## config.mk

```make
export PLATFORM = sky130hd
export DESIGN_NAME = ld_mem_port
export DESIGN_NICKNAME = d
export VERILOG_FILES = /design/src/rtl/ld_mem_pkg.sv /design/src/rtl/hs_fifo2.sv /design/src/rtl/ld_mem_port.sv
export SDC_FILE = /design/constraint.sdc
export NUM_CORES = 1
export LEC_CHECK = 0
export ABC_AREA = 1
export CAP_MARGIN = 0
export CORE_ASPECT_RATIO = 1.4
export CORE_MARGIN = 5
export CORE_UTILIZATION = 40
export DETAILED_ROUTE_END_ITERATION = 12
export SLEW_MARGIN = 20
export SYNTH_ARGS = -nofsm -noshare
export SYNTH_HDL_FRONTEND = slang
export SYNTH_SLANG_ARGS = --single-unit
```

## constraint.sdc

```tcl
create_clock -name clock -period 2.2 [get_ports clock]
set_input_delay 0.66 -clock clock [delete_from_list [all_inputs] [get_ports clock]]
set_output_delay 0.66 -clock clock [all_outputs]
set_load 0.02 [all_outputs]
```

## src/rtl/ld_mem_pkg.sv

```systemverilog
// Shared types and defaults for the load-port memory server.
// Imported by ld_mem_port and hs_fifo2.
package ld_mem_pkg;

    localparam int LD_ADDR_W  = 4;
    localparam int LD_DATA_W  = 32;
    localparam int LD_DEPTH   = 16;
    localparam int FIFO_DEPTH = 2;

    // One read-response beat at the default data width.
    typedef struct packed {
        logic [LD_DATA_W-1:0] data;
        logic                 oob;
    } ld_beat_t;

endpackage

```

## src/rtl/hs_fifo2.sv

```systemverilog
// Two-entry first-word-fall-through handshake FIFO, async active-low reset.
// Ports: push/push_data in, pop in, head/count/full/empty out.
module hs_fifo2
    import ld_mem_pkg::*;
#(
    parameter int W = 32
) (
    input  logic         clock,
    input  logic         reset,
    input  logic         push,
    input  logic [W-1:0] push_data,
    input  logic         pop,
    output logic [W-1:0] head,
    output logic [1:0]   count,
    output logic         full,
    output logic         empty
);

    logic [W-1:0] ent [FIFO_DEPTH];
    logic         wr_ptr;
    logic         rd_ptr;
    logic         do_push;
    logic         do_pop;

    assign full    = (count == 2'(FIFO_DEPTH));
    assign empty   = (count == 2'd0);
    assign do_push = push && !full;
    assign do_pop  = pop && !empty;
    assign head    = ent[rd_ptr];

    always_ff @(posedge clock or negedge reset) begin
        if (!reset) begin
            ent[0] <= '0;
            ent[1] <= '0;
            wr_ptr <= 1'b0;
            rd_ptr <= 1'b0;
            count  <= 2'd0;
        end else begin
            if (do_push) begin
                ent[wr_ptr] <= push_data;
                wr_ptr      <= !wr_ptr;
            end
            if (do_pop) begin
                rd_ptr <= !rd_ptr;
            end
            case ({do_push, do_pop})
                2'b10:   count <= count + 2'd1;
                2'b01:   count <= count - 2'd1;
                default: count <= count;
            endcase
        end
    end

    a_no_overflow: assert property (
        @(posedge clock) disable iff (!reset) !(push && full)
    );

endmodule

```

## src/rtl/ld_mem_port.sv

```systemverilog
// Memory-side server for one handshake load port: synchronous array read
// into a 2-entry FWFT output FIFO, plus a host init write port.
// Ports: ld_addr/valid/ready in, ld_data/valid/ready out, init_* host
// writes, oob_err sticky out-of-range flag, busy while data is pending.
module ld_mem_port
    import ld_mem_pkg::*;
#(
    parameter int    ADDR_W    = LD_ADDR_W,
    parameter int    DATA_W    = LD_DATA_W,
    parameter int    DEPTH     = LD_DEPTH,
    parameter string INIT_FILE = ""
) (
    input  logic              clock,
    input  logic              reset,
    input  logic [ADDR_W-1:0] ld_addr,
    input  logic              ld_addr_valid,
    output logic              ld_addr_ready,
    output logic [DATA_W-1:0] ld_data,
    output logic              ld_data_valid,
    input  logic              ld_data_ready,
    input  logic              init_we,
    input  logic [ADDR_W-1:0] init_addr,
    input  logic [DATA_W-1:0] init_data,
    output logic              oob_err,
    output logic              busy
);

    localparam int IDX_W = (DEPTH > 1) ? $clog2(DEPTH) : 1;

    typedef struct packed {
        logic [DATA_W-1:0] data;
        logic              oob;
    } beat_t;

    if (DEPTH > (1 << ADDR_W) || IDX_W > ADDR_W) begin : g_bad_depth
        $error("ld_mem_port: DEPTH exceeds the address space");
    end

    if (INIT_FILE != "") begin : g_init_file
        $warning("ld_mem_port: INIT_FILE ignored, preload via init_we");
    end

    logic [DATA_W-1:0] mem [DEPTH];
    beat_t             rd_beat;
    logic              ld_in_range;
    logic              init_in_range;
    logic              accept;
    logic              pop;
    logic              oob_q;
    logic [1:0]        fifo_count;
    logic              fifo_full;
    logic              fifo_empty;

    assign ld_in_range   = 32'(ld_addr) < 32'(DEPTH);
    assign init_in_range = 32'(init_addr) < 32'(DEPTH);

    // Credit comes from registered FIFO state only; an init write
    // steals the cycle so the read never races the array update.
    assign ld_addr_ready = reset && !init_we && !fifo_full;
    assign accept        = ld_addr_valid && ld_addr_ready;
    assign pop           = ld_data_valid && ld_data_ready;
    assign ld_data_valid = !fifo_empty;
    assign busy          = fifo_count != 2'd0;
    assign oob_err       = oob_q;

    always_comb begin
        rd_beat = '0;
        if (ld_in_range) begin
            rd_beat.data = mem[ld_addr[IDX_W-1:0]];
        end else begin
            rd_beat.oob = 1'b1;
        end
    end

    always_ff @(posedge clock) begin
        if (init_we && init_in_range) begin
            mem[init_addr[IDX_W-1:0]] <= init_data;
        end
    end

    always_ff @(posedge clock or negedge reset) begin
        if (!reset) begin
            oob_q <= 1'b0;
        end else if (accept && rd_beat.oob) begin
            oob_q <= 1'b1;
        end
    end

    // The FIFO entry register is the read register: the array word is
    // captured at the accept edge, giving one cycle of latency.
    hs_fifo2 #(
        .W(DATA_W)
    ) u_fifo (
        .clock     (clock),
        .reset     (reset),
        .push      (accept),
        .push_data (rd_beat.data),
        .pop       (pop),
        .head      (ld_data),
        .count     (fifo_count),
        .full      (fifo_full),
        .empty     (fifo_empty)
    );

endmodule

```

==> flow_summary.yaml, run 1 <==
status:
  status: "finished, violations left"
  violations: "setup timing"
synthesis:
  ys_seq_area_share_pct: 68.0
  synth_cell_types: 26
  syn_inst: 2487
  synth_edf_count: 512
  yosys_register_bits: 580
  synthArstFlopShare_pct: 11.7
  syn-cell-area_mm2: 0.0251
  ys.flop_type: "edfxtp_1"
  avgSynthCellArea_um2: 10.1
  yosysWarningCount: 0
  synth_nets: 2533
floorplan:
  die_x_um: 222
  dieArea_mm2: 0.0679
  row_count: 108
  dieHeight_um: 306
  start_util_pct: 40.4
  core_mm2: 0.0622
  ios: 81
clock_tree:
  tritoncts: "built"
  cts.sinks: 580
  numCtsBuffers: 54
  cts_buffer_depth: 3
  cts-root-buf: "clkbuf_16"
  clk-insertion-delay-late_ps: 610
  cts_hold_buf: 0
  cts.clk_slew.worst_paths_ps: 60
  h-tree-depth: 2
route:
  drt-pass1-iter-count: 5
  viasPerCell: 4.88
  route.detailed.drc: 0
  ant_nets: 0
  wl_per_cell_um: 17.7
  vias: 17000
  routed_wl_mm: 61.5
  first_iter_violations: 1587
pwr:
  ir_worst_vdd_uv: 799
  power_density_mw_per_mm2: 922
  intPower_mw: 19.9
  pwr-share-comb_pct: 19.0
  p_switching_mw: 7.46
  swShare_pct: 27.2
  clkPwrFrac_pct: 32.9
  power_frac_seq_pct: 48.1
  p_leak_nw: 13.0
grt:
  grt_usage_pct: 17.8
  grt_max_degree: 69
  grt_pass1_vias: 16800
  grt_overflow: 0
  grt_first_pass_wirelength_mm: 95.8
  antenna_found_initial: 2
placed_design:
  port-buffer-count: 79
  placedCellCount: 3363
  placed_area_mm2: 0.0276
  gp_congestion: 0.830
  hpwl_mm: 36.9
finish:
  layout_common_cells: "912 x nand2_1, 512 x edfxtp_1, 390 x inv_1"
  fin_cells: 3473
  syn_to_final_growth_pct: 18.4
  final_area_mm2: 0.0297
  fin_util_pct: 47.8
  nets: 2647
  n_fill_cell: 5572
  drive_above_1_share_pct: 11.6
  final_common_cell: "nand2_1"
critical_path:
  crit_required_ps: 1540
  cp-start-kind: "flip-flop"
  critPathKind: "flip-flop to output port"
  critPathArrivalTime_ps: 1660
  cp_max_fo: 8
  cp-end-kind: "output port"
  rr_startpoint: "u_fifo.count[0]"
  r2r-end: "u_fifo.count[1]"
  rrSetupSlack_ps: 490
  reg2regPathDepth: 7
timing:
  layout_setup_ws_ps: -120
  fin_hold_ws_ps: 318
  worst_pin_slew_ps: 853
  rsz0062_at_grt: "true"
  hold_viol: 0
  slew_viol_final: 0
  max_freq_ghz: 0.431
  fin_skew_ps: 23.2
  period_share_pct: 105
  fin_crit_ps: 2320
  slew_headroom_pct: 43.1
  finalSetupViolCount: 27
worst_hold_path:
  hold_path_class: "primary input to asynchronous set/reset pin"
run:
  max_cap_violations: 0
## through the flow
stage	TNS, ps	power, mW	worst slack, ps
after floorplan	-144750	15.7	-453
after global placement	-43270	17.5	-371
after detailed placement	-50740	17.6	-371
after CTS	-3830	27.4	-162
after global routing	-4140	28.6	-180
final	-2430	27.4	-120
## power groups by stage
stage               registers [mW]  clock network, mW  logic, mW
global route                  13.3               9.66       5.64
CTS                           13.1               9.21       5.07
floorplan                     13.2                  0       2.43
detailed placement            13.3                  0       4.29
global placement              13.3                  0       4.22
finish                        13.2               9.01       5.20
## sequential cells by signal, summed over array words and instances (netlist names)
name           count
mem              512
u_fifo.count       2
u_fifo.ent        64
u_fifo.rd_ptr      1
u_fifo.wr_ptr      1
## synth_stat cells (all sizes together) (2+ instances only)
cell type / number / area share [%]
nand2: 969 / 15
xor2: 2 / 0.070
clkbuf: 17 / 0.25
nand3b: 2 / 0.060
nor2: 20 / 0.39
inv: 395 / 5.9
dfrtp: 68 / 6.8
o21ai: 2 / 0.055
nand3: 385 / 7.7
buf: 109 / 2.9
edfxtp: 512 / 61
## worst max-delay path by stage
| stage | start | end | slack (ps) | cells past startpoint |
|---|---|---|---|---|
| 3_3_place_gp | init_we | ld_addr_ready | -370 | 3 |
| 4_1_cts | u_fifo.rd_ptr | ld_data[28] | -160 | 6 |
| 5_1_grt | u_fifo.rd_ptr | ld_data[20] | -180 | 6 |
| 2_1_floorplan | init_addr[2] | mem[10][0] | -450 | 2 |
| 6_report | u_fifo.rd_ptr | ld_data[15] | -120 | 6 |
| 3_5_place_dp | init_we | ld_addr_ready | -370 | 3 |
## timing repair
| action | in CTS | in global routing |
|---|---|---|
| cloned | 4 | 0 |
| resized for setup | 260 | 35 |
| endpoints found under the setup margin | 35 | 32 |
| endpoints found under the hold margin | 0 | 0 |
| pin swaps | 8 | 6 |
| setup buffers | 2 | 1 |
## logic make-up after synthesis
logic type	synth area share [%]
DFF	68.0
AOI/OAI and AO/OA	0.0747
buffers and inverters	9.08
other	0.0149
xor gates and xnor gates	0.105
adders and majority gates	0.0498
and+or+nand+nor	22.7
## metal layers
metal	part of all wire, %	vias to the layer above	GRT usage, %	wire (um)
met4	2.6	2	5.28	1580
li1	-	8161	-	-
met3	6.3	113	3.06	3900
met1	41	8165	23.2	25400
met2	50	510	30.9	30600
met5	0.011	-	0	7
## layout make-up
type / instances / area, um2 / area share, %
inverters: 396 / 1500 / 5.04
clock inverters: 39 / 320 / 1.08
well taps: 825 / 1030 / 3.47
multi-input cells: 1385 / 6120 / 20.6
repair buffers: 184 / 2290 / 7.70
flip-flops and latches: 580 / 17100 / 57.4
diodes: 1 / 2.50 / 0.00842
clock buffers: 63 / 1390 / 4.66
## critical path, cell delays in order (launching register included)
cell,delay [ps]
dfrtp_2,410
clkinv_4,100
buf_12,140
buf_16,150
nand2_4,70
nand2_4,50
buf_6,120
(Power assumes the default switching activity.)
==> run 2, diff against run 1 <==
PLACE_DENSITY = 0.59   (was default)
==> run 2 against run 1 <==
Compared with the run above: sequential power about the same; utilization is 0.35 points lower; the run still ends with setup timing left; clock power is 4.0% lower.
==> flow_summary.yaml, run 2 (synthesized netlist as in run 1, its figures left out) <==
status:
  status: "finished, violations left"
  violations: "setup timing"
timing:
  fin_skew_ps: 34.3
  max_freq_ghz: 0.453
  rsz0062_at_grt: "true"
  period_share_pct: 100
  worst_pin_slew_ps: 851
  fin_hold_ws_ps: 309
  fin_crit_ps: 2210
  slew_headroom_pct: 43.3
  finalSetupTns_ps: -21.4
  finalSetupViolCount: 4
  slew_viol_final: 0
  layout_setup_ws_ps: -8.24
  hold_viol: 0
floorplan:
  row_count: 108
  core_mm2: 0.0622
  dieHeight_um: 306
  ios: 81
  dieArea_mm2: 0.0679
  start_util_pct: 40.4
  die_x_um: 222
route:
  vias: 16900
  first_iter_violations: 1500
  viasPerCell: 4.84
  routed_wl_mm: 62.0
  ant_nets: 0
  drt-pass1-iter-count: 5
  route.detailed.drc: 0
  wl_per_cell_um: 17.8
grt:
  grt_first_pass_wirelength_mm: 97.0
  grt_overflow: 0
  antenna_found_initial: 2
  grt_usage_pct: 18.0
  grt_max_degree: 78
  grt_pass1_vias: 16900
finish:
  n_fill_cell: 5674
  fin_util_pct: 47.5
  syn_to_final_growth_pct: 17.6
  regArea_mm2: 0.0171
  multi_input_comb_area_mm2: 0.00596
  drive_above_1_share_pct: 11.2
  nets: 2662
  final_area_mm2: 0.0295
  fin_cells: 3481
  largest_reg_flops: 512
  final_common_cell: "nand2_1"
  layout_common_cells: "932 x nand2_1, 512 x edfxtp_1, 390 x inv_1"
pwr:
  fin_total_pwr_mw: 26.4
  ir_worst_vdd_uv: 675
  p_leak_nw: 12.9
  power_density_mw_per_mm2: 895
clock_tree:
  cts_buffer_depth: 3
  h-tree-depth: 2
  cts-root-buf: "clkbuf_16"
  numCtsBuffers: 51
  tritoncts: "built"
  cts.clk_slew.worst_paths_ps: 60
  cts.sinks: 580
  clk-insertion-delay-late_ps: 590
critical_path:
  critPathArrivalTime_ps: 1550
  crit_required_ps: 1540
  cp-start-kind: "flip-flop"
  cp-end-kind: "output port"
  critPathKind: "flip-flop to output port"
  cp_max_fo: 10
run:
  max_cap_violations: 0
placed_design:
  hpwl_mm: 38.5
  port-buffer-count: 79
  placed_area_mm2: 0.0277
  placedCellCount: 3385
  dpl_worst_slack_ps: -333
  gp_congestion: 0.821
worst_hold_path:
  hold_path_class: "primary input to asynchronous set/reset pin"
## run 2: cell count changes in the layout (fill, tap and decap cells not counted), sizes merged
cell / before / now
clkbuf: 63 / 80
clkinv: 31 / 13
buf: 145 / 161
clkdlybuf4s50: 39 / 38
dlymetal6s2s: 0 / 1
inv: 397 / 396
clkinvlp: 3 / 0
bufinv: 4 / 0
clkdlybuf4s15: 0 / 1
## run 2: path summary, 6_finish.rpt
| kind | slack, ps | to | depth (start not counted) | from |
|---|---|---|---|---|
| worst max-delay path | -8 | ld_data[27] | 5 | u_fifo.rd_ptr |
| worst min-delay path | 310 | u_fifo.count[1] | 2 | reset |
| worst max register to register | 530 | u_fifo.count[1] | 7 | u_fifo.count[0] |
| worst min register to register | 480 | u_fifo.ent[54] | 2 | u_fifo.ent[54] |
| max in group asynchronous | 1290 | u_fifo.rd_ptr | 2 | reset |
| min in group clock | 480 | u_fifo.ent[54] | 2 | u_fifo.ent[54] |
## run 2: what timing repair did
item	CTS	global route
setup endpoints to repair	35	33
resized for setup	153	88
cloned	0	1
hold buffers	0	0
buffers inserted	2	0
## run 2: cell type report
| type | count | area share [%] |
|---|---|---|
| inverter | 396 | 5.08 |
| tap | 825 | 3.50 |
| antenna | 1 | 0.00848 |
| sequential | 580 | 57.9 |
| multi-input combinational | 1385 | 20.2 |
| clock buffer | 79 | 5.21 |
| clock inverter | 13 | 0.246 |
| timing repair buffer | 202 | 7.89 |
## run 2: per-layer routing
layer  track usage (%)  vias to the layer above  share of wire, %
li1                  -                     8176                 -
met1              24.0                     8145                42
met2              31.3                      441                50
met3              2.80                       92               5.9
met4              4.56                        2               2.3
met5                 0                        -             0.027
## run 2: critical path, cell delays in order (launching register included)
cell and delay (ps):
dfrtp_2 430, clkinv_4 110, clkbuf_16 180, nand2_1 60
nand2_1 50, buf_2 150
## run 2: power breakdown
part           internal [mW]  switching, mW
combinational           1.89           2.75
clock                   4.80           3.85
sequential              12.7          0.388
